==> src/rtl/fifo_stream_reader_pkg.sv <==
// Shared definitions for the FIFO stream reader and its skid buffer.
// State encodings and skid depth live here so other stream blocks agree.
package fifo_stream_reader_pkg;

    typedef enum logic [1:0] {
        ST_IDLE  = 2'd0,
        ST_DRAIN = 2'd1
    } state_t;

    localparam int SKID_DEPTH = 2;

endpackage

==> src/rtl/fifo_stream_reader_skid2.sv <==
// stream_skid2: two-entry FIFO with push/pop, occupancy count and head data.
// A push into a full buffer is accepted only when a pop happens the same clock.
module stream_skid2
    import fifo_stream_reader_pkg::*;
#(
    parameter int pDATA_WIDTH = 8
) (
    input  logic                   clk,
    input  logic                   reset,
    input  logic                   flush_i,
    input  logic                   push_i,
    input  logic [pDATA_WIDTH-1:0] data_i,
    input  logic                   pop_i,
    output logic [1:0]             cnt_o,
    output logic [pDATA_WIDTH-1:0] head_o
);

    logic [pDATA_WIDTH-1:0] mem_q [SKID_DEPTH];
    logic                   wr_q;
    logic                   rd_q;
    logic [1:0]             cnt_q;
    logic [1:0]             cnt_d;
    logic                   do_pop;
    logic                   do_push;

    assign do_pop  = pop_i && (cnt_q != 2'd0);
    assign do_push = push_i && ((cnt_q != 2'(SKID_DEPTH)) || do_pop);
    assign cnt_d   = cnt_q + {1'b0, do_push} - {1'b0, do_pop};

    always_ff @(posedge clk) begin
        if (reset || flush_i) begin
            wr_q  <= 1'b0;
            rd_q  <= 1'b0;
            cnt_q <= 2'd0;
        end else begin
            if (do_push) begin
                mem_q[wr_q] <= data_i;
                wr_q        <= ~wr_q;
            end
            if (do_pop) begin
                rd_q <= ~rd_q;
            end
            cnt_q <= cnt_d;
        end
    end

    assign cnt_o  = cnt_q;
    assign head_o = mem_q[rd_q];

endmodule

==> src/rtl/fifo_stream_reader.sv <==
// Drains a commanded burst from a registered-output sync FIFO onto a
// valid/ready stream, hiding the read latency with a 2-entry skid buffer.
module fifo_stream_reader
    import fifo_stream_reader_pkg::*;
#(
    parameter int pDATA_WIDTH  = 8,
    parameter int pCOUNT_WIDTH = 16
) (
    input  logic                    clk,
    input  logic                    reset,
    input  logic                    start,
    input  logic [pCOUNT_WIDTH-1:0] burst_len,
    input  logic                    abort,
    output logic                    busy,
    output logic                    done,
    output logic                    aborted,
    output logic                    error,
    output logic [pCOUNT_WIDTH-1:0] words_sent,
    output logic                    fifo_ren,
    input  logic                    fifo_empty,
    input  logic [pDATA_WIDTH-1:0]  fifo_rdata,
    input  logic                    fifo_underflow,
    output logic                    m_valid,
    input  logic                    m_ready,
    output logic [pDATA_WIDTH-1:0]  m_data,
    output logic                    m_last
);

    state_t                  state_q, state_d;
    logic [pCOUNT_WIDTH-1:0] rd_left_q, rd_left_d;
    logic [pCOUNT_WIDTH-1:0] out_left_q, out_left_d;
    logic [pCOUNT_WIDTH-1:0] words_q, words_d;
    logic                    in_flight_q;
    logic                    empty_q;
    logic                    done_q, done_d;
    logic                    aborted_q, aborted_d;
    logic                    error_q, error_d;

    logic [1:0]             skid_cnt;
    logic [1:0]             cnt_next;
    logic [pDATA_WIDTH-1:0] skid_head;
    logic                   drain;
    logic                   handshake;
    logic                   last_hs;
    logic                   abort_take;
    logic                   ren;

    assign drain     = (state_q == ST_DRAIN);
    assign m_valid   = (skid_cnt != 2'd0);
    assign handshake = m_valid && m_ready;
    assign cnt_next  = skid_cnt - {1'b0, handshake};
    assign last_hs   = handshake && (out_left_q == pCOUNT_WIDTH'(1));
    // Completing the final handshake takes priority over a coincident abort.
    assign abort_take = drain && abort && !last_hs;

    assign ren = drain && !abort && !fifo_empty
              && (rd_left_q != '0)
              && (({1'b0, cnt_next} + {2'b00, in_flight_q}) <= 3'd1);

    stream_skid2 #(
        .pDATA_WIDTH(pDATA_WIDTH)
    ) u_skid (
        .clk    (clk),
        .reset  (reset),
        .flush_i(abort_take),
        .push_i (in_flight_q && !abort_take),
        .data_i (fifo_rdata),
        .pop_i  (handshake),
        .cnt_o  (skid_cnt),
        .head_o (skid_head)
    );

    always_comb begin
        state_d    = state_q;
        rd_left_d  = rd_left_q - pCOUNT_WIDTH'(ren);
        out_left_d = out_left_q - pCOUNT_WIDTH'(handshake);
        words_d    = words_q;
        done_d     = 1'b0;
        aborted_d  = 1'b0;
        error_d    = error_q;
        if (handshake && (words_q != '1)) begin
            words_d = words_q + pCOUNT_WIDTH'(1);
        end
        if ((drain && fifo_underflow) || (in_flight_q && empty_q)) begin
            error_d = 1'b1;
        end
        unique case (state_q)
            ST_IDLE: begin
                if (start && !abort) begin
                    error_d = 1'b0;
                    words_d = '0;
                    if (burst_len == '0) begin
                        done_d = 1'b1;
                    end else begin
                        state_d    = ST_DRAIN;
                        rd_left_d  = burst_len;
                        out_left_d = burst_len;
                    end
                end
            end
            ST_DRAIN: begin
                if (last_hs) begin
                    state_d = ST_IDLE;
                    done_d  = 1'b1;
                end else if (abort) begin
                    state_d   = ST_IDLE;
                    aborted_d = 1'b1;
                end
            end
            default: state_d = ST_IDLE;
        endcase
    end

    always_ff @(posedge clk) begin
        if (reset) begin
            state_q     <= ST_IDLE;
            rd_left_q   <= '0;
            out_left_q  <= '0;
            words_q     <= '0;
            in_flight_q <= 1'b0;
            empty_q     <= 1'b1;
            done_q      <= 1'b0;
            aborted_q   <= 1'b0;
            error_q     <= 1'b0;
        end else begin
            state_q     <= state_d;
            rd_left_q   <= rd_left_d;
            out_left_q  <= out_left_d;
            words_q     <= words_d;
            in_flight_q <= ren;
            empty_q     <= fifo_empty;
            done_q      <= done_d;
            aborted_q   <= aborted_d;
            error_q     <= error_d;
        end
    end

    assign busy       = drain;
    assign done       = done_q;
    assign aborted    = aborted_q;
    assign error      = error_q;
    assign words_sent = words_q;
    assign fifo_ren   = ren;
    assign m_data     = skid_head;
    assign m_last     = m_valid && (out_left_q == pCOUNT_WIDTH'(1));

endmodule
==> config.mk <==
export PLATFORM = sky130hd
export DESIGN_NAME = fifo_stream_reader
export DESIGN_NICKNAME = d
export VERILOG_FILES = /design/src/rtl/fifo_stream_reader_pkg.sv /design/src/rtl/fifo_stream_reader_skid2.sv /design/src/rtl/fifo_stream_reader.sv
export SDC_FILE = /design/constraint.sdc
export NUM_CORES = 1
export LEC_CHECK = 0
export ABC_AREA = 1
export CAP_MARGIN = 10
export CORE_ASPECT_RATIO = 1.4
export CORE_MARGIN = 3
export CORE_UTILIZATION = 55
export CTS_CLUSTER_SIZE = 40
export DETAILED_ROUTE_END_ITERATION = 16
export PLACE_DENSITY_LB_ADDON = 0.3
export SYNTH_ARGS = -nofsm -noshare
export SYNTH_HDL_FRONTEND = slang
export SYNTH_SLANG_ARGS = --single-unit
==> constraint.sdc <==
create_clock -name clk -period 4.9 [get_ports clk]
set_input_delay 0.98 -clock clk [delete_from_list [all_inputs] [get_ports clk]]
set_output_delay 0.98 -clock clk [all_outputs]
set_load 0.005 [all_outputs]
# Word-level counts from Yosys, hierarchy flattened
# Memory sizes are Yosys's and may differ from the RTL's. A register that Yosys moved wholly into a read port is not among the register bits.
# Cells that the tools add are included.
[classes] bitwise_logic=3 muxes=27 order_cmp=1 eq_ne=7 n_addsub=7 n_reduce_logical=29
[ops] op="$mux 16" n=9
[ops] op="$sub 16x1->16" n=2
[ops] op="$add 16x1->16 const B" n=1
[ops] op="$eq 16x1->1 const B" n=1
[ops] op="$logic_and 1x1->1" n=16
[ops] op="$logic_not 16->1" n=1
[ops] op="$ne 16x16->1 const B" n=1
[ops] op="$reduce_bool 16->1" n=1
[ops] op="$mux 1" n=12
[ops] op="$mux 2" n=4
[ops] op="$ne 2x2->1 const B" n=3
[ops] op="$logic_not 1->1" n=4
[ops] op="$pmux 2 s2" n=1
[ops] op="$sub 2x1->2" n=2
[ops] op="$add 2x1->3" n=1
[ops] op="$le 3x1->1 const B" n=1
[ops] op="$logic_or 1x1->1" n=3
[ops] op="$ne 3x2->1 const B" n=1
[ops] op="$not 1->1" n=3
[ops] op="$reduce_and 3->1" n=1
[ops] op="$reduce_or 3->1" n=1
[ops] op="$add 2x1->2" n=1
[ops] op="$eq 2x1->1 const B" n=1
[ops] op="$logic_not 2->1" n=1
[ops] op="other kinds (2)" n=2
[word_totals] inputBits=31 n_memories=1 out_inout_bits=31 ram_bits=16 register_bits=59
[mem_list] name="u_skid.mem_q" depth=2 word_bits=8 rd=1 rd_clocked_by_memory_dff=1 write_ports=1 line="fifo_stream_reader_skid2.sv:18" text="logic [pDATA_WIDTH-1:0] mem_q [SKID_DEPTH];"

# Depth between registers and ports, before layout
# Gate-level depths: netlist (run 1).
[logic_depth] ltp_word=11 depth_mapped=18 ltp_nobuf=18

# By module
# From an unflattened synthesis (run 1), not the netlist that was laid out.
[hier_totals] cells_unflattened=608 area_unflattened_um2=4184.0
[by_module_without_submodules] mod="fifo_stream_reader" area_per_inst_um2=3303.2 cells_per_inst=540 instances=1
[by_module_without_submodules] mod="stream_skid2" area_per_inst_um2=880.8 cells_per_inst=68 instances=1

# Worst setup path after synthesis (run 1)
# Ideal clock, no wire load.
[synth_path] path_type="in2reg" from="input m_ready" to="register rd_left_q[14]" path_slack_ns=2.074 arrival_time_ns=2.701 required_time_ns=4.775 setup_ns=0.125 stages=14 cell_sequence="nand2_1 > inv_2 > ha_1 > inv_1 > nand2_1 > nand4_1 > nor2b_1 > ha_1 > ha_1 > inv_1 > nor2_1 > nand2_1 > xor2_1 > a21oi_1"
[synth_between] elab_chain_cells=9
[synth_rtl] element="start: declaration" line="fifo_stream_reader.sv:24" text="input logic m_ready,"
[synth_rtl] element="$logic_and 1x1->1 (*)" line="fifo_stream_reader.sv:50" text="assign handshake = m_valid && m_ready;"
[synth_rtl] element="$sub 2x1->2 (*)" line="fifo_stream_reader.sv:51" text="assign cnt_next = skid_cnt - {1'b0, handshake};"
[synth_rtl] element="$add 2x1->3 (*)" line="fifo_stream_reader.sv:58" text="&& (({1'b0, cnt_next} + {2'b00, in_flight_q}) <= 3'd1);"
[synth_rtl] element="$le 3x1->1 (*)" line="fifo_stream_reader.sv:58"
[synth_rtl] element="$logic_and 1x1->1 (*)" line="fifo_stream_reader.sv:58"
[synth_rtl] element="via fifo_ren" line="fifo_stream_reader.sv:19" text="output logic fifo_ren,"
[synth_rtl] element="$sub 16x1->16 (*)" line="fifo_stream_reader.sv:75" text="rd_left_d = rd_left_q - pCOUNT_WIDTH'(ren);"
[synth_rtl] element="$mux 16" line="fifo_stream_reader.sv:92" text="if (burst_len == '0) begin"
[synth_rtl] element="$mux 16" line="fifo_stream_reader.sv:89" text="if (start && !abort) begin"
[synth_rtl] element="$mux 16 (*)" line="fifo_stream_reader.sv:87" text="unique case (state_q)"
[synth_rtl] element="end signal: assignment" line="fifo_stream_reader.sv:127" text="rd_left_q <= rd_left_d;"
[synth_rtl] element="end: declaration" line="fifo_stream_reader.sv:30" text="logic [pCOUNT_WIDTH-1:0] rd_left_q, rd_left_d;"
# Mark *: on every way through the listed nets, which the timed path passes. The rest lies on a longest branch.
# A chain may end at the register's enable or synchronous reset.

# Worst setup path in the final report (run 1)
[layout_path] from="input m_ready" to="output fifo_ren"
[layout_between] elab_chain_cells=5
[layout_rtl] element="$logic_and 1x1->1" line="fifo_stream_reader.sv:50"
[layout_rtl] element="$sub 2x1->2" line="fifo_stream_reader.sv:51"
[layout_rtl] element="$add 2x1->3" line="fifo_stream_reader.sv:58"
[layout_rtl] element="$le 3x1->1" line="fifo_stream_reader.sv:58"
[layout_rtl] element="$logic_and 1x1->1" line="fifo_stream_reader.sv:58"
[layout_rtl] element="end: declaration" line="fifo_stream_reader.sv:19"
# Every way passes these cells.

==> impl_results.md, run 1 <==
- HPWL Detailed: 7575 um
- CP max stage cell: clkdlybuf4s50_1
- Yosys cell types: 36
- CTS root buffer: clkbuf_8
- All-Layer GR Usage: 24.94%
- TritonCTS Buffers: 9
- CP Max Fanout: 6
- Worst Tran Pin Value: 1035 ps
- Mapped Area: 4031 sq um
- Final hold viol count: 0
- Slew Limit Fails: 0
- Layout cell share with drive strength beyond 1: 6.502%
- GRT overflow: 0
- Largest net degree at the start of global routing: 34
- Synth Warn #: 0
- Unrepaired setup endpoints after global routing: false
- Minimum clock period: 3965 ps
- Drc violations: 0
- Area Growth Syn to Fin: 22.38%
- Maximum capacitance violations: 0
- Outcome: completed
- IO buf count: 61
- First-pass GRT wire length: 16300 um
- Chip Height: 107.3 um
- Clock transition at path regs: 80 ps
- Static Leak: 2.137 nW
- I/O pin cnt: 62
- DR vias/cell: 5.151
- Clock tree sinks: 75
- Pre-Repair DR Iteration Count: 5
- Peak VDD IR: 0.1764 mV
- Drt total wl: 9989 um
- Initial DRC count: 209
- Worst hold margin: 503.4 ps
- Seq/Total Area, Yosys: 41.22%
- Core Area: 7027 sq um
- Hold Crit Class: reg -> reg
- Layout Nets: 679
- Peak Freq: 0.2522 GHz
- CTS tree: built
- DR vias: 3817
- Slew HR: 30.82%
- CTS hold repair buffers: 0
- Setup crit start kind: primary input
- Die width: 78.36 um
- CP max stage delay: 540 ps
- Worst Path Arrival: 2990 ps
- Clock buffer depth: 2
- Crit path kind: in -> out
- Setup TNS: 0 ps
- Final setup violation count: 0
- Post-CTS resize count: 0
- Antenna violations before repair: 0
- Postcts setup bufs: 0
- Worst setup EP type: primary output
- Clk_lat worst skew: 370 ps
- Row Count: 36
- Htree depth: 3
- CP Data Required Time: 3920 ps
- Clk_skew: 10.03 ps
- Number of diodes: 0
- Critical Path, Cell by Cell: clkdlybuf4s50_1, nand2_1, inv_2, ha_1, inv_1, nand2_1, nand4_1, nor2b_1, clkdlybuf4s50_1
- Final Cycle Share: 80.93%
- Mean routed wirelength per cell: 13.48 um
- Synth Instances: 578
- Power per cell area: 323.3 nW/um^2
- Initial Util: 57.37%
- Synth Register Bits: 75
- Number of global-route vias before repair: 3762
- Net Count, Synth: 616
- Final ANT Viol Nets: 0
- Gp weighted congestion: 0.9130
- Syn_area_per_cell: 6.975 sq um
- Die footprint: 8407 sq um
-- flip-flops by register name, summed over array words and instances, names as in the netlist, named ones only --
name          count
out_left_q       16
rd_left_q        16
u_skid.mem_q     16
words_sent       16
u_skid.cnt_o      2
aborted           1
done              1
empty_q           1
error             1
in_flight_q       1
state_q           1
u_skid.rd_q       1
u_skid.wr_q       1
-- critical path, delay by kind of cell --
kind | cells | cell delay, ps
adder cells (fa/ha/maj) | 1 | 280
AND/OR/NAND/NOR | 4 | 580
buffers and inverters | 4 | 1140
-- synthesized netlist by cell type (all sizes together) --
cell	count	share of area (%)
a21boi	1	0.19
a21oi	15	1.9
a221oi	1	0.22
and2	1	0.16
and3	1	0.16
buf	8	1.2
clkbuf	1	0.093
dfxtp	59	29
edfxtp	16	12
ha	7	2.2
inv	69	6.5
mux2	8	2.2
nand2	150	15
nand3	21	2.7
nand3b	5	0.93
nand4	11	1.7
nor2	147	14
nor2b	1	0.16
nor3	5	1.2
nor3b	1	0.19
o21ai	21	2.6
o31ai	1	0.19
or2	2	0.31
xnor2	7	1.5
xor2	19	4.1
-- kinds of logic (layout without fill, tap and decap cells) --
family	count (synthesis)	in the layout	share of synthesized area, %
AND/OR/NAND/NOR	345	345	35.91
buffers and inverters	78	146	7.759
adder cells (fa/ha/maj)	7	7	2.172
XOR/XNOR	26	26	5.649
AO/OA/AOI/OAI	39	39	5.059
flip-flops	75	75	41.22
multiplexers	8	8	2.235
-- placed cells by master (no fill, tap or decap), types with 3 or more instances in the layout --
cell and n:
a21oi_1 15, clkbuf_8 9, clkdlybuf4s50_1 61, dfxtp_1 59, edfxtp_1 16, ha_1 7
inv_1 66, mux2_2 8, nand2_1 142, nand2_2 7, nand3_1 20, nand3b_1 5
nand4_1 11, nor2_1 145, nor3_1 3, o21ai_0 19, xnor2_1 7, xor2_1 19
-- power by group --
group	total, W	leakage, nW	internal [W]	switching, W
sequential	0.000716	0.627	0.000671	0.0000449
clock	0.000543	0.114	0.000291	0.000252
combinational	0.000336	1.40	0.000144	0.000192
total	0.00159	2.14	0.00111	0.000488
-- metrics by stage --
step                setup WS, ps  area, sq um  instances  total power, W  util [%]
finish                     934.5         4933        741        0.001595     70.21
CTS                        924.9         4933        741        0.001595     70.21
global placement           951.7         4710        725        0.001046     67.02
global route               827.0         4933        741        0.001672     70.21
detailed placement         921.6         4710        725        0.001059     67.02
floorplan                   2074         4031        578       0.0009394         -
-- final cells by class --
cell class              count  area (sq um)
clock buffers               9         123.9
clock inverters             7         100.1
fillers                   594          2093
inverters                  69         261.5
multi-input cells         425          2057
flip-flops and latches     75          1662
well taps                  95         118.9
repair buffers             61         610.6
-- path summary, 6_finish.rpt --
kind	startpoint	end	slack (ps)	cells after the start
worst max-delay path	m_ready	fifo_ren	930	9
worst min-delay path	error$_SDFF_PP0_	error$_SDFF_PP0_	500	2
worst max register to register	u_skid.cnt_o[1]$_SDFF_PP0_	rd_left_q[14]$_SDFF_PP0_	2180	16
worst min register to register	error$_SDFF_PP0_	error$_SDFF_PP0_	500	2
-- per-layer routing --
| layer | global-route usage, % | up-vias | wire (um) |
|---|---|---|---|
| met5 | 0 | - | 0 |
| met4 | 13.75 | 0 | 370 |
| met3 | 5.025 | 30 | 514 |
| met2 | 46.81 | 125 | 5223 |
| met1 | 25.36 | 1734 | 3880 |
| li1 | - | 1928 | - |
(Power assumes the default switching activity.)
==> run 2: changes to the inputs <==
--- a/config.mk
+++ b/config.mk
@@ -9,7 +9,7 @@
 export CAP_MARGIN = 10
 export CORE_ASPECT_RATIO = 1.4
 export CORE_MARGIN = 3
-export CORE_UTILIZATION = 55
+export CORE_UTILIZATION = 54
 export CTS_CLUSTER_SIZE = 40
 export DETAILED_ROUTE_END_ITERATION = 16
 export PLACE_DENSITY_LB_ADDON = 0.3
==> constraint.sdc (replaced) <==
create_clock -name clk -period 3.9 [get_ports clk]
set_input_delay 0.78 -clock clk [delete_from_list [all_inputs] [get_ports clk]]
set_output_delay 0.78 -clock clk [all_outputs]
set_load 0.005 [all_outputs]
==> run 2 against run 1 <==
Combinational power grew 25%. Register-to-register slack got worse by 890 ps. Count of clock-buffer cells in the layout grew 1. Sequential cell count unchanged. Power rose by 23%. First-iteration DRC count up 21%. Sequential share of layout area unchanged. Non-clock buffer count increased by 2. Utilization is 0.89 points lower. Largest cell class unchanged. Highest routed layer unchanged.
==> impl_results.md, run 2 (same netlist as run 1, synthesis figures left out) <==
- Setup crit start kind: primary input
- Clk_skew: 6.479 ps
- Fillers: 636
- CP Data Required Time: 3120 ps
- Number of global-route vias before repair: 3752
- Postcts setup bufs: 0
- Clock transition at path regs: 80 ps
- GRT overflow: 0
- CP max stage cell: clkdlybuf4s50_1
- Post-CTS resize count: 0
- Post-Layout Inst Area: 4933 sq um
- Maximum capacitance violations: 0
- I/O pin cnt: 62
- Hold Path End: error$_SDFF_PP0_
- Final ANT Viol Nets: 0
- CP max stage delay: 540 ps
- CP top delay family: buffers and inverters
- Gp weighted congestion: 0.8900
- Initial DRC count: 252
- Static Leak: 2.137 nW
- Outcome: completed
- Crit path kind: in -> out
- Drt total wl: 9761 um
- TritonCTS Buffers: 9
- IO buf count: 61
- DR vias/cell: 5.127
- Die footprint: 8553 sq um
- CP Max Fanout: 4
- Hold Crit Class: reg -> reg
- Core Area: 7117 sq um
- Worst r2r dst: rd_left_q[14]$_SDFF_PP0_
- Worst Path Arrival: 2700 ps
- Critical Path, Cell by Cell: clkdlybuf4s50_1, nand2_1, inv_2, ha_1, inv_1, nand2_1, nand4_1, nor2b_1, clkdlybuf4s50_1
- Comb power frac: 21.5%
- DP Worst Slack: 363.6 ps
- CTS tree: built
- First-pass GRT wire length: 16520 um
- Drc violations: 0
- Chip Height: 108.2 um
- Power share of the clock group: 32.5%
- Clock buffer depth: 2
- Initial Util: 56.65%
- Final setup violation count: 0
- Minimum clock period: 3481 ps
- Post-Place Cell Area: 4725 sq um
- Final Cycle Share: 89.27%
- Layout cell share with drive strength beyond 1: 6.481%
- Die width: 79.03 um
- Largest net degree at the start of global routing: 25
- CTS root buffer: clkbuf_8
- Area Growth Syn to Fin: 22.38%
- Setup TNS: 0 ps
- Unrepaired setup endpoints after global routing: false
- Final worst setup slack: 418.5 ps
- Antenna violations before repair: 0
- Sw power: 0.0005726 W
- Number of diodes: 0
- Peak Freq: 0.2872 GHz
- Slew HR: 52.38%
- FF-to-FF setup slack: 1290 ps
- All-Layer GR Usage: 24.79%
- Power Total: 0.001955 W
- Peak VDD IR: 0.2491 mV
- DR vias: 3809
- Sw Ratio: 29.28%
- Hold_sp: empty_q$_SDFF_PP1_
- Reg2Reg Launch Point: u_skid.cnt_o[1]$_SDFF_PP0_
- Clock tree sinks: 75
- Worst Tran Pin Value: 712.5 ps
- Slew Limit Fails: 0
- Row Count: 36
- HPWL Detailed: 7498 um
- R2R depth: 16
- Power per cell area: 396.3 nW/um^2
- Worst setup startpoint: m_ready
- Htree depth: 3
- CTS hold repair buffers: 0
- Pre-Repair DR Iteration Count: 5
- Final hold viol count: 0
- Worst setup EP type: primary output
- Mean routed wirelength per cell: 13.14 um
- Commonest non-fill, non-tap cell in the layout: nor2_1
- Seq pwr share: 46.0%
- Final core utilization: 69.32%
- WHS Path Cells: 2
- Worst path bufs/invs: 4
- Commonest cells after routing, fill and taps aside: 145 x nor2_1, 142 x nand2_1, 66 x inv_1, 61 x clkdlybuf4s50_1, 59 x dfxtp_1
- Layout Nets: 681
- Clk_lat worst skew: 350 ps
- Int Power: 0.001383 W
[run 2: routing by layer]
metal / global-route usage [%] / vias up / share of wire [%]
met5: 0 / - / 0
met4: 11.18 / 0 / 4.0
met3: 5.250 / 30 / 5.3
met2: 46.57 / 126 / 53
met1: 26.04 / 1718 / 38
li1: - / 1935 / -
[run 2: cell type report]
type	count	area, sq um	share of cell area [%]
clock buffers	10	127.6	2.587
clock inverters	6	81.33	1.648
inverters	69	261.5	5.301
multi-input cells	425	2057	41.69
flip-flops and latches	75	1662	33.68
well taps	95	118.9	2.409
repair buffers	63	625.6	12.68
[run 2: tightest hold or removal path: cells and delay by family (launching register included)]
family / cells / cell delay, ps
compound gates: 1 / 70
flops: 1 / 320
simple gates: 1 / 70
[run 2: worst max path at each step]
stage,to,slack [ps],cells past startpoint
after floorplan,rd_left_q[14]$_SDFF_PP0_,1270,14
after CTS,fifo_ren,360,9
after global placement,fifo_ren,400,9
final,fifo_ren,420,9
after detailed placement,fifo_ren,360,9
after global routing,fifo_ren,250,9
[run 2: metrics by stage]
stage,hold WS (ps),std cells
finish,483.3,743
global route,537.7,743
CTS,488.4,743
detailed placement,469.2,727
global placement,458.8,727
floorplan,449.6,578
[run 2: power groups by stage]
stage	clock network [W]	logic, W	registers (W)
after floorplan	0	0.000279	0.000901
after global placement	0	0.000402	0.000915
after detailed placement	0	0.000416	0.000916
after CTS	0.000646	0.000421	0.000899
after global routing	0.000686	0.000481	0.000908
final	0.000635	0.000420	0.000900
==> run 3: changes to the inputs <==
--- a/config.mk
+++ b/config.mk
@@ -7,7 +7,7 @@
 export LEC_CHECK = 0
 export ABC_AREA = 1
 export CAP_MARGIN = 10
-export CORE_ASPECT_RATIO = 1.4
+export CORE_ASPECT_RATIO = 0.5
 export CORE_MARGIN = 3
 export CORE_UTILIZATION = 54
 export CTS_CLUSTER_SIZE = 40
==> run 3 against run 2 <==
Die area up 0.56%. Critical path depth unchanged. Non-clock buffer count up 1. Worst hold slack about the same. Clock power up 25%. Combinational power up 2%. Count of clock-buffer cells in the layout down 1.
==> impl_results.md, run 3 (same netlist as run 1, synthesis figures left out) <==
- Postcts setup bufs: 0
- Clock tree sinks: 75
- Core Area: 6963 sq um
- First-pass GRT wire length: 16680 um
- Drt total wl: 9978 um
- Final core utilization: 71.99%
- Critical Path, Cell by Cell: clkdlybuf4s50_1, nand2_1, inv_2, ha_1, inv_1, nand2_1, nand4_1, nor2b_1, clkdlybuf4s50_1
- Area Growth Syn to Fin: 24.33%
- Clk_skew: 8.409 ps
- DR vias/cell: 5.182
- Worst Tran Pin Value: 698.3 ps
- Initial Util: 57.90%
- I/O pin cnt: 62
- Drc violations: 0
- Peak Freq: 0.2813 GHz
- TritonCTS Buffers: 9
- Worst path bufs/invs: 4
- Commonest cells after routing, fill and taps aside: 145 x nor2_1, 142 x nand2_1, 66 x inv_1, 61 x clkdlybuf4s50_1, 59 x dfxtp_1
- CTS hold repair buffers: 0
- Largest net degree at the start of global routing: 21
- Worst setup EP type: primary output
- Worst Path Arrival: 2770 ps
- Die footprint: 8601 sq um
- Worst hold margin: 483.7 ps
- Setup TNS: 0 ps
- Final setup violation count: 0
- Static Leak: 2.170 nW
- Post-CTS resize count: 0
- Layout Nets: 682
- Maximum capacitance violations: 0
- Number of global-route vias before repair: 3649
- Clk_lat worst skew: 350 ps
- CTS tree: built
- Final ANT Viol Nets: 0
- Peak VDD IR: 0.2134 mV
- CP max stage delay: 530 ps
- HPWL Detailed: 7248 um
- Slew Limit Fails: 0
- CP max stage cell: clkdlybuf4s50_1
- IO buf count: 61
- CTS root buffer: clkbuf_16
- Final hold viol count: 0
- Number of diodes: 0
- CP Max Fanout: 6
- Chip Height: 67.10 um
- Die width: 128.2 um
- Row Count: 21
- Pre-Repair DR Iteration Count: 5
- Power per cell area: 423.8 nW/um^2
- Commonest non-fill, non-tap cell in the layout: nor2_1
- Layout cell share with drive strength beyond 1: 6.934%
- CP Data Required Time: 3120 ps
- Hold Crit Class: reg -> reg
- Minimum clock period: 3554 ps
- Gp weighted congestion: 0.9204
- Outcome: completed
- Slew HR: 53.28%
- Clock transition at path regs: 60 ps
- Final Cycle Share: 91.14%
- Initial DRC count: 332
- CP top delay family: buffers and inverters
- Mean routed wirelength per cell: 13.47 um
- Fillers: 539
- DR vias: 3840
- GRT overflow: 0
- Setup crit start kind: primary input
- Clock buffer depth: 2
- Htree depth: 3
- Unrepaired setup endpoints after global routing: false
- Antenna violations before repair: 0
- Crit path kind: in -> out
- All-Layer GR Usage: 25.10%
==> run 3: final cells by class <==
type	instances	area (sq um)	area share, %
tap	92	115.1	2.297
inverter	69	261.5	5.217
sequential	75	1662	33.15
clock buffer	9	225.2	4.493
multi-input combinational	425	2057	41.04
clock inverter	7	58.81	1.173
timing repair buffer	64	633.1	12.63
==> run 3: through the flow <==
| step | instance area [sq um] | worst slack, ps | std cells | power (W) |
|---|---|---|---|---|
| global route | 5012 | 242.2 | 741 | 0.002236 |
| global placement | 4728 | 472.5 | 725 | 0.001321 |
| floorplan | 4031 | 1274 | 578 | 0.001180 |
| CTS | 5012 | 345.0 | 741 | 0.002133 |
| detailed placement | 4728 | 388.7 | 725 | 0.001331 |
| finish | 5012 | 345.6 | 741 | 0.002124 |
==> run 3: path summary, 6_finish.rpt <==
kind | start | to | slack, ps | cells past startpoint
min reg2reg | error$_SDFF_PP0_ | error$_SDFF_PP0_ | 480 | 2
max | m_ready | fifo_ren | 350 | 9
max reg2reg | u_skid.cnt_o[1]$_SDFF_PP0_ | rd_left_q[12]$_SDFF_PP0_ | 1250 | 16
min | error$_SDFF_PP0_ | error$_SDFF_PP0_ | 480 | 2
==> run 3: per-layer routing <==
metal  wire length (um)  track usage [%]  vias up
met2               4611            40.93      145
met1               4453            31.04     1734
met4                208            9.524        0
met5                  0                0        -
li1                   -                -     1938
met3                704            8.327       23
==> run 3: power breakdown <==
part / internal (W) / leakage (nW) / switching (W) / total [W]
logic: 0.000183 / 1.41 / 0.000245 / 0.000428
registers: 0.000844 / 0.627 / 0.0000576 / 0.000902
clock network: 0.000439 / 0.133 / 0.000355 / 0.000794
total: 0.00147 / 2.17 / 0.000658 / 0.00212
==> run 3: tightest hold or removal path, delay by kind of cell, from the launching register on <==
kind / cells / cell delay (ps)
and+or+nand+nor: 1 / 70
AOI/OAI and AO/OA: 1 / 50
DFF: 1 / 320
==> variant 1 (flow settings as in run 1) <==
Take the reset off `words_q` and load it in a clocked block of its own.
--- a/src/rtl/fifo_stream_reader.sv
+++ b/src/rtl/fifo_stream_reader.sv
@@ -118,3 +118,2 @@
             out_left_q  <= '0;
-            words_q     <= '0;
             in_flight_q <= 1'b0;
@@ -128,3 +127,2 @@
             out_left_q  <= out_left_d;
-            words_q     <= words_d;
             in_flight_q <= ren;
@@ -135,2 +133,6 @@
         end
+    end
+
+    always_ff @(posedge clk) begin
+        words_q <= words_d;
     end
Check against the original RTL: differs if reset is asserted again (counterexample within 10 cycles, from zero or initial values and one cycle with reset high); with reset held inactive, the same outputs for 10 cycles.
==> variant 1 against run 1 <==
  * Synthesized area decreased by 3.5%
  * Hold slack better by 17 ps
  * Highest routed layer unchanged
  * Sequential cell count did not move
  * Worst setup slack lost 220 ps
  * Power is 2.0% higher
  * Cell area down 3.6%
  * Combinational power grew 19%
  * Wire length fell by 8.0%
  * Largest cell class unchanged
==> variant 1: results (changes against run 1) <==
first-pass GRT wire length=15.4 mm (was 16.3 mm); clock-pin slew on the worst setup and hold paths=90 ps; Setup TNS=0 ps (unchanged); Net Count, Synth=570 (was 616); Max clock buf depth=2 (unchanged); reg2reg path depth=16 (unchanged); Top FF cell, synth=dfxtp_1 (unchanged); # resized after CTS=0 (unchanged); pre-CTS setup slack=688 ps (was 922 ps); Post-synth top cells=nor2_1, nand2_1, dfxtp_1 (was nor2_1, nand2_1, inv_1); Worst R2R Start=u_skid.cnt_o[1] (unchanged); Post-synth ARST share=0% (unchanged); critical path arrival=3210 ps (was 2990 ps); Max Freq=239 MHz (was 252 MHz); drt pass-1 iters=4 (was 5); global-route usage over all layers=23.6% (was 24.9%); diode count=0 (unchanged); First DRT Iteration DRCs=242 (was 209); Reg2Reg Setup Slack=2080 ps (was 2180 ps); worst skew pair latency=360 ps; number of synthesized flops with an enable pin=16 (unchanged); setup fix buffers added after clock tree synthesis=0 (unchanged); proportion of layout cells with a drive suffix above 1=7.65% (was 6.50%); Hold Path Class=flip-flop to flip-flop (unchanged); post-detailed-route count of antenna-violating nets=0 (unchanged); Lkg Pwr=1.99 nW (was 2.14 nW); critical path startpoint=m_ready (unchanged); largest net degree at the start of global routing=34 (unchanged); Worst R2R End=rd_left_q[10] (was rd_left_q[14]); Detailed Place HPWL=7.08 mm (was 7.57 mm); I/O Buffers=61 (unchanged); status=finished, final reports clean (unchanged); total gr overflow=0 (unchanged); Worst Setup EP=fifo_ren (unchanged); vias per cell=5.15 (about the same); gp weighted congestion=0.937 (was 0.913); clock root cell=clkbuf_8 (unchanged); H-tree depth=3 (unchanged); final net count=634 (was 679); largest cells by area after synthesis=dfxtp_1, edfxtp_1, nor2_1, nand2_1, inv_1 (was dfxtp_1, nor2_1, nand2_1, edfxtp_1, inv_1); post-synth cell types=33 (was 36); sequential area share after synthesis=42.7% (was 41.2%); worst ir drop on vdd=0.221 mV (was 0.176 mV); crit-path max FO=7 (was 6); Worst Clk Skew=7.76 ps (was 10.0 ps); YS warnings=0 (unchanged); WL final=9.19 mm (was 9.99 mm); initial antenna violation count=0 (unchanged); fillers=593 (was 594); vias in the first global route=3469 (was 3762); CTS buffer count=9 (unchanged); slew at the pin with the worst max-slew slack=713 ps (was 1040 ps)
-- variant 1: worst min path at each step --
stage,start,endpoint,slack [ps],depth (start not counted)
after floorplan,rd_left_q[9],rd_left_q[9],480,2
after global routing,rd_left_q[9],rd_left_q[9],560,2
after global placement,rd_left_q[7],rd_left_q[7],510,2
after CTS,rd_left_q[7],rd_left_q[7],520,2
after detailed placement,rd_left_q[7],rd_left_q[7],510,2
final,rd_left_q[7],rd_left_q[7],520,2
-- variant 1: cell type report --
| cell class | count | area [um2] | share of cell area, % |
|---|---|---|---|
| sequential | 75 | 1660 | 34.9 |
| timing repair buffer | 61 | 611 | 12.8 |
| tap | 92 | 115 | 2.42 |
| clock inverter | 7 | 65.1 | 1.37 |
| clock buffer | 9 | 124 | 2.60 |
| multi-input combinational | 388 | 1950 | 41.0 |
| inverter | 61 | 229 | 4.81 |
-- variant 1: power breakdown --
group          switching [mW]  internal, mW  leakage [nW]
clock                   0.266         0.197        0.0947
sequential             0.0721         0.693         0.628
combinational           0.206         0.193          1.26
-- variant 1: per-layer routing --
layer | vias to the layer above | GRT usage, % | share of wire (%) | routed length (um)
li1 | 1822 | - | - | -
met1 | 1620 | 25.9 | 41 | 3760
met5 | - | 0 | 0 | 0
met2 | 103 | 43.7 | 52 | 4770
met3 | 23 | 3.93 | 4.5 | 411
met4 | 0 | 10.8 | 2.7 | 248
-- variant 1: kinds of logic after synthesis --
group           share of synthesized area [%]
compound gates                           6.72
xor+xnor                                 6.53
fa+ha+maj                                2.25
buf+inv                                  7.11
flops                                    42.7
mux                                      2.32
simple gates                             32.3
-- variant 1: stage by stage --
stage                     power (mW)  instance area [um2]  hold slack [ps]  utilization [%]  instances
after floorplan                 1.01                 3890              476                -        532
after global placement          1.16                 4570              506             67.7        677
after detailed placement        1.18                 4570              506             67.7        677
after CTS                       1.63                 4760              520             70.5        693
after global routing            1.71                 4760              563             70.5        693
final                           1.63                 4760              520             70.5        693
-- variant 1: critical path, cell delays in order --
cell and delay (ps):
clkdlybuf4s50_1 500, nand2_2 170, inv_2 100, ha_1 290
inv_1 50, nand2_1 70, inv_1 40, nor4_1 420
clkdlybuf4s50_1 590
==> variant 2 (config.mk and constraints of run 1) <==
Made on the original files. `SKID_DEPTH`: 2 -> 4.
--- a/src/rtl/fifo_stream_reader_pkg.sv
+++ b/src/rtl/fifo_stream_reader_pkg.sv
@@ -9,3 +9,3 @@
 
-    localparam int SKID_DEPTH = 2;
+    localparam int SKID_DEPTH = 4;
 
Check against the original RTL: not equivalent (a bounded check fails within 4 cycles, from zero or initial values and one cycle with reset high).
==> variant 2 against run 1 <==
  * Synthesized area decreased by 1.7%
  * First-iteration DRC count decreased by 26%
  * Via count decreased by 5.3%
  * Clock skew decreased by 3.4 ps
  * Cell area decreased by 2.9%
  * Sequential cell count unchanged
  * Cell count decreased by 3.9%
  * Worst setup slack got worse by 93 ps
  * Wire length decreased by 8.5%
  * Hold slack improved by 33 ps
  * Critical path type unchanged
Power is not compared: it rests on default switching activity, and its combinational part moved more than twofold at a synthesized area within 25%.
==> variant 2: results (changes against run 1) <==
clock-pin slew on the worst setup and hold paths=70 ps; diode count=0 (unchanged); largest cells by area after synthesis=dfxtp_1, nor2_1, edfxtp_1, nand2_1, inv_1 (was dfxtp_1, nor2_1, nand2_1, edfxtp_1, inv_1); placed instance count=696 (was 725); Placed Area=4630 um2 (was 4710 um2); worst ir drop on vdd=0.199 mV; gp weighted congestion=0.872 (was 0.913); I/O Buffers=61 (unchanged); Max clock buf depth=2 (unchanged); initial antenna violation count=0 (unchanged); largest net degree at the start of global routing=34 (unchanged); Worst Clk Skew=6.66 ps (was 10.0 ps); H-tree depth=3 (unchanged); final net count=650 (was 679); Net Count, Synth=587 (was 616); setup fix buffers added after clock tree synthesis=0 (unchanged); Hold Path Class=flip-flop to flip-flop (unchanged); first-pass GRT wire length=15.3 mm (was 16.3 mm); Final Instance Count excl. Fillers=712 (was 741); Avg Inst Size Synth=7.22 um2 (was 6.97 um2); YS warnings=0 (unchanged); Post-synth ARST share=0% (unchanged); average wire per standard cell=12.8 um (was 13.5 um); critical path arrival=3080 ps (was 2990 ps); Lkg Pwr=2.00 nW; global-route usage over all layers=23.7% (was 24.9%); sequential area share after synthesis=41.9% (was 41.2%); clock root cell=clkbuf_8 (unchanged); Detailed Place HPWL=7.16 mm (was 7.57 mm); slew at the pin with the worst max-slew slack=914 ps (was 1040 ps); drt pass-1 iters=5 (unchanged); proportion of layout cells with a drive suffix above 1=6.65% (was 6.50%); worst skew pair latency=350 ps (was 370 ps); Top FF cell, synth=dfxtp_1 (unchanged); Pint=0.901 mW; CTS buffer count=9 (unchanged); pre-CTS setup slack=820 ps (was 922 ps); vias in the first global route=3519 (was 3762); First DRT Iteration DRCs=155 (was 209); post-synth cell types=33 (was 36); crit-path max FO=7 (was 6); Post-synth top cells=nor2_1, nand2_1, dfxtp_1 (was nor2_1, nand2_1, inv_1); fillers=580 (was 594); # resized after CTS=0 (unchanged); status=finished, final reports clean (unchanged); vias per cell=5.08 (was 5.15); number of synthesized flops with an enable pin=16 (unchanged)
## variant 2: cell types whose count changed after synthesis, moves of 4 or more
cell	run 1	this run
a21oi_1	15	21
nand2_2	7	1
inv_1	66	55
xnor2_1	7	11
nand3_1	20	27
o21ai_0	19	15
o21ai_1	2	6
nor2_1	145	135
nand2_1	142	124
## variant 2: layer usage
| layer | routed length [um] | vias to the layer above | global-route usage [%] |
|---|---|---|---|
| li1 | - | 1850 | - |
| met1 | 3570 | 1638 | 24.9 |
| met2 | 4810 | 96 | 42.8 |
| met3 | 331 | 30 | 4.49 |
| met4 | 433 | 0 | 14.8 |
| met5 | 0 | - | 0 |
## variant 2: power groups by stage
| stage | sequential (mW) | combinational [mW] | clock, mW |
|---|---|---|---|
| 2_1_floorplan | 0.678 | 0.107 | 0 |
| 6_report | 0.669 | 0.163 | 0.405 |
| 4_1_cts | 0.668 | 0.162 | 0.417 |
| 5_1_grt | 0.671 | 0.185 | 0.440 |
| 3_3_place_gp | 0.682 | 0.159 | 0 |
| 3_5_place_dp | 0.682 | 0.162 | 0 |
## variant 2: area by class of cell
type                    instances  area, um2  share of cell area (%)
clock buffers                  11        131                    2.74
flip-flops and latches         75       1660                    34.7
clock inverters                 5       31.3                   0.653
inverters                      61        231                    4.83
repair buffers                 61        611                    12.7
multi-input cells             404       2000                    41.8
well taps                      95        119                    2.48
## variant 2: final timing paths
kind	start	slack [ps]	to	depth (start not counted)
setup reg to reg	u_skid.cnt_o[0]	2120	rd_left_q[10]	16
hold / removal	empty_q	540	error	2
hold reg to reg	empty_q	540	error	2
setup / recovery	m_ready	840	fifo_ren	9
## variant 2: kinds of logic (layout without fill, tap and decap cells)
family	count (synthesis)	in the layout	share of synthesized area, %
compound gates	43	43	5.52
xor+xnor	33	33	7.29
fa+ha+maj	7	7	2.21
buf+inv	70	138	7.51
flops	75	75	41.9
mux	8	8	2.27
simple gates	313	313	33.3
## variant 2: metrics by stage
| stage | utilization [%] | total power [mW] |
|---|---|---|
| global route | 68.6 | 1.30 |
| global placement | 66.3 | 0.841 |
| detailed placement | 66.3 | 0.844 |
| finish | 68.6 | 1.24 |
| floorplan | - | 0.785 |
| CTS | 68.6 | 1.25 |
## variant 2: worst max-delay path, cell delays in order
cell             delay (ps)
clkdlybuf4s50_1         500
nand2_4                 150
clkinv_2                130
ha_1                    310
inv_1                    50
a21oi_1                 110
nand3_1                 100
nor2b_1                 210
clkdlybuf4s50_1         540
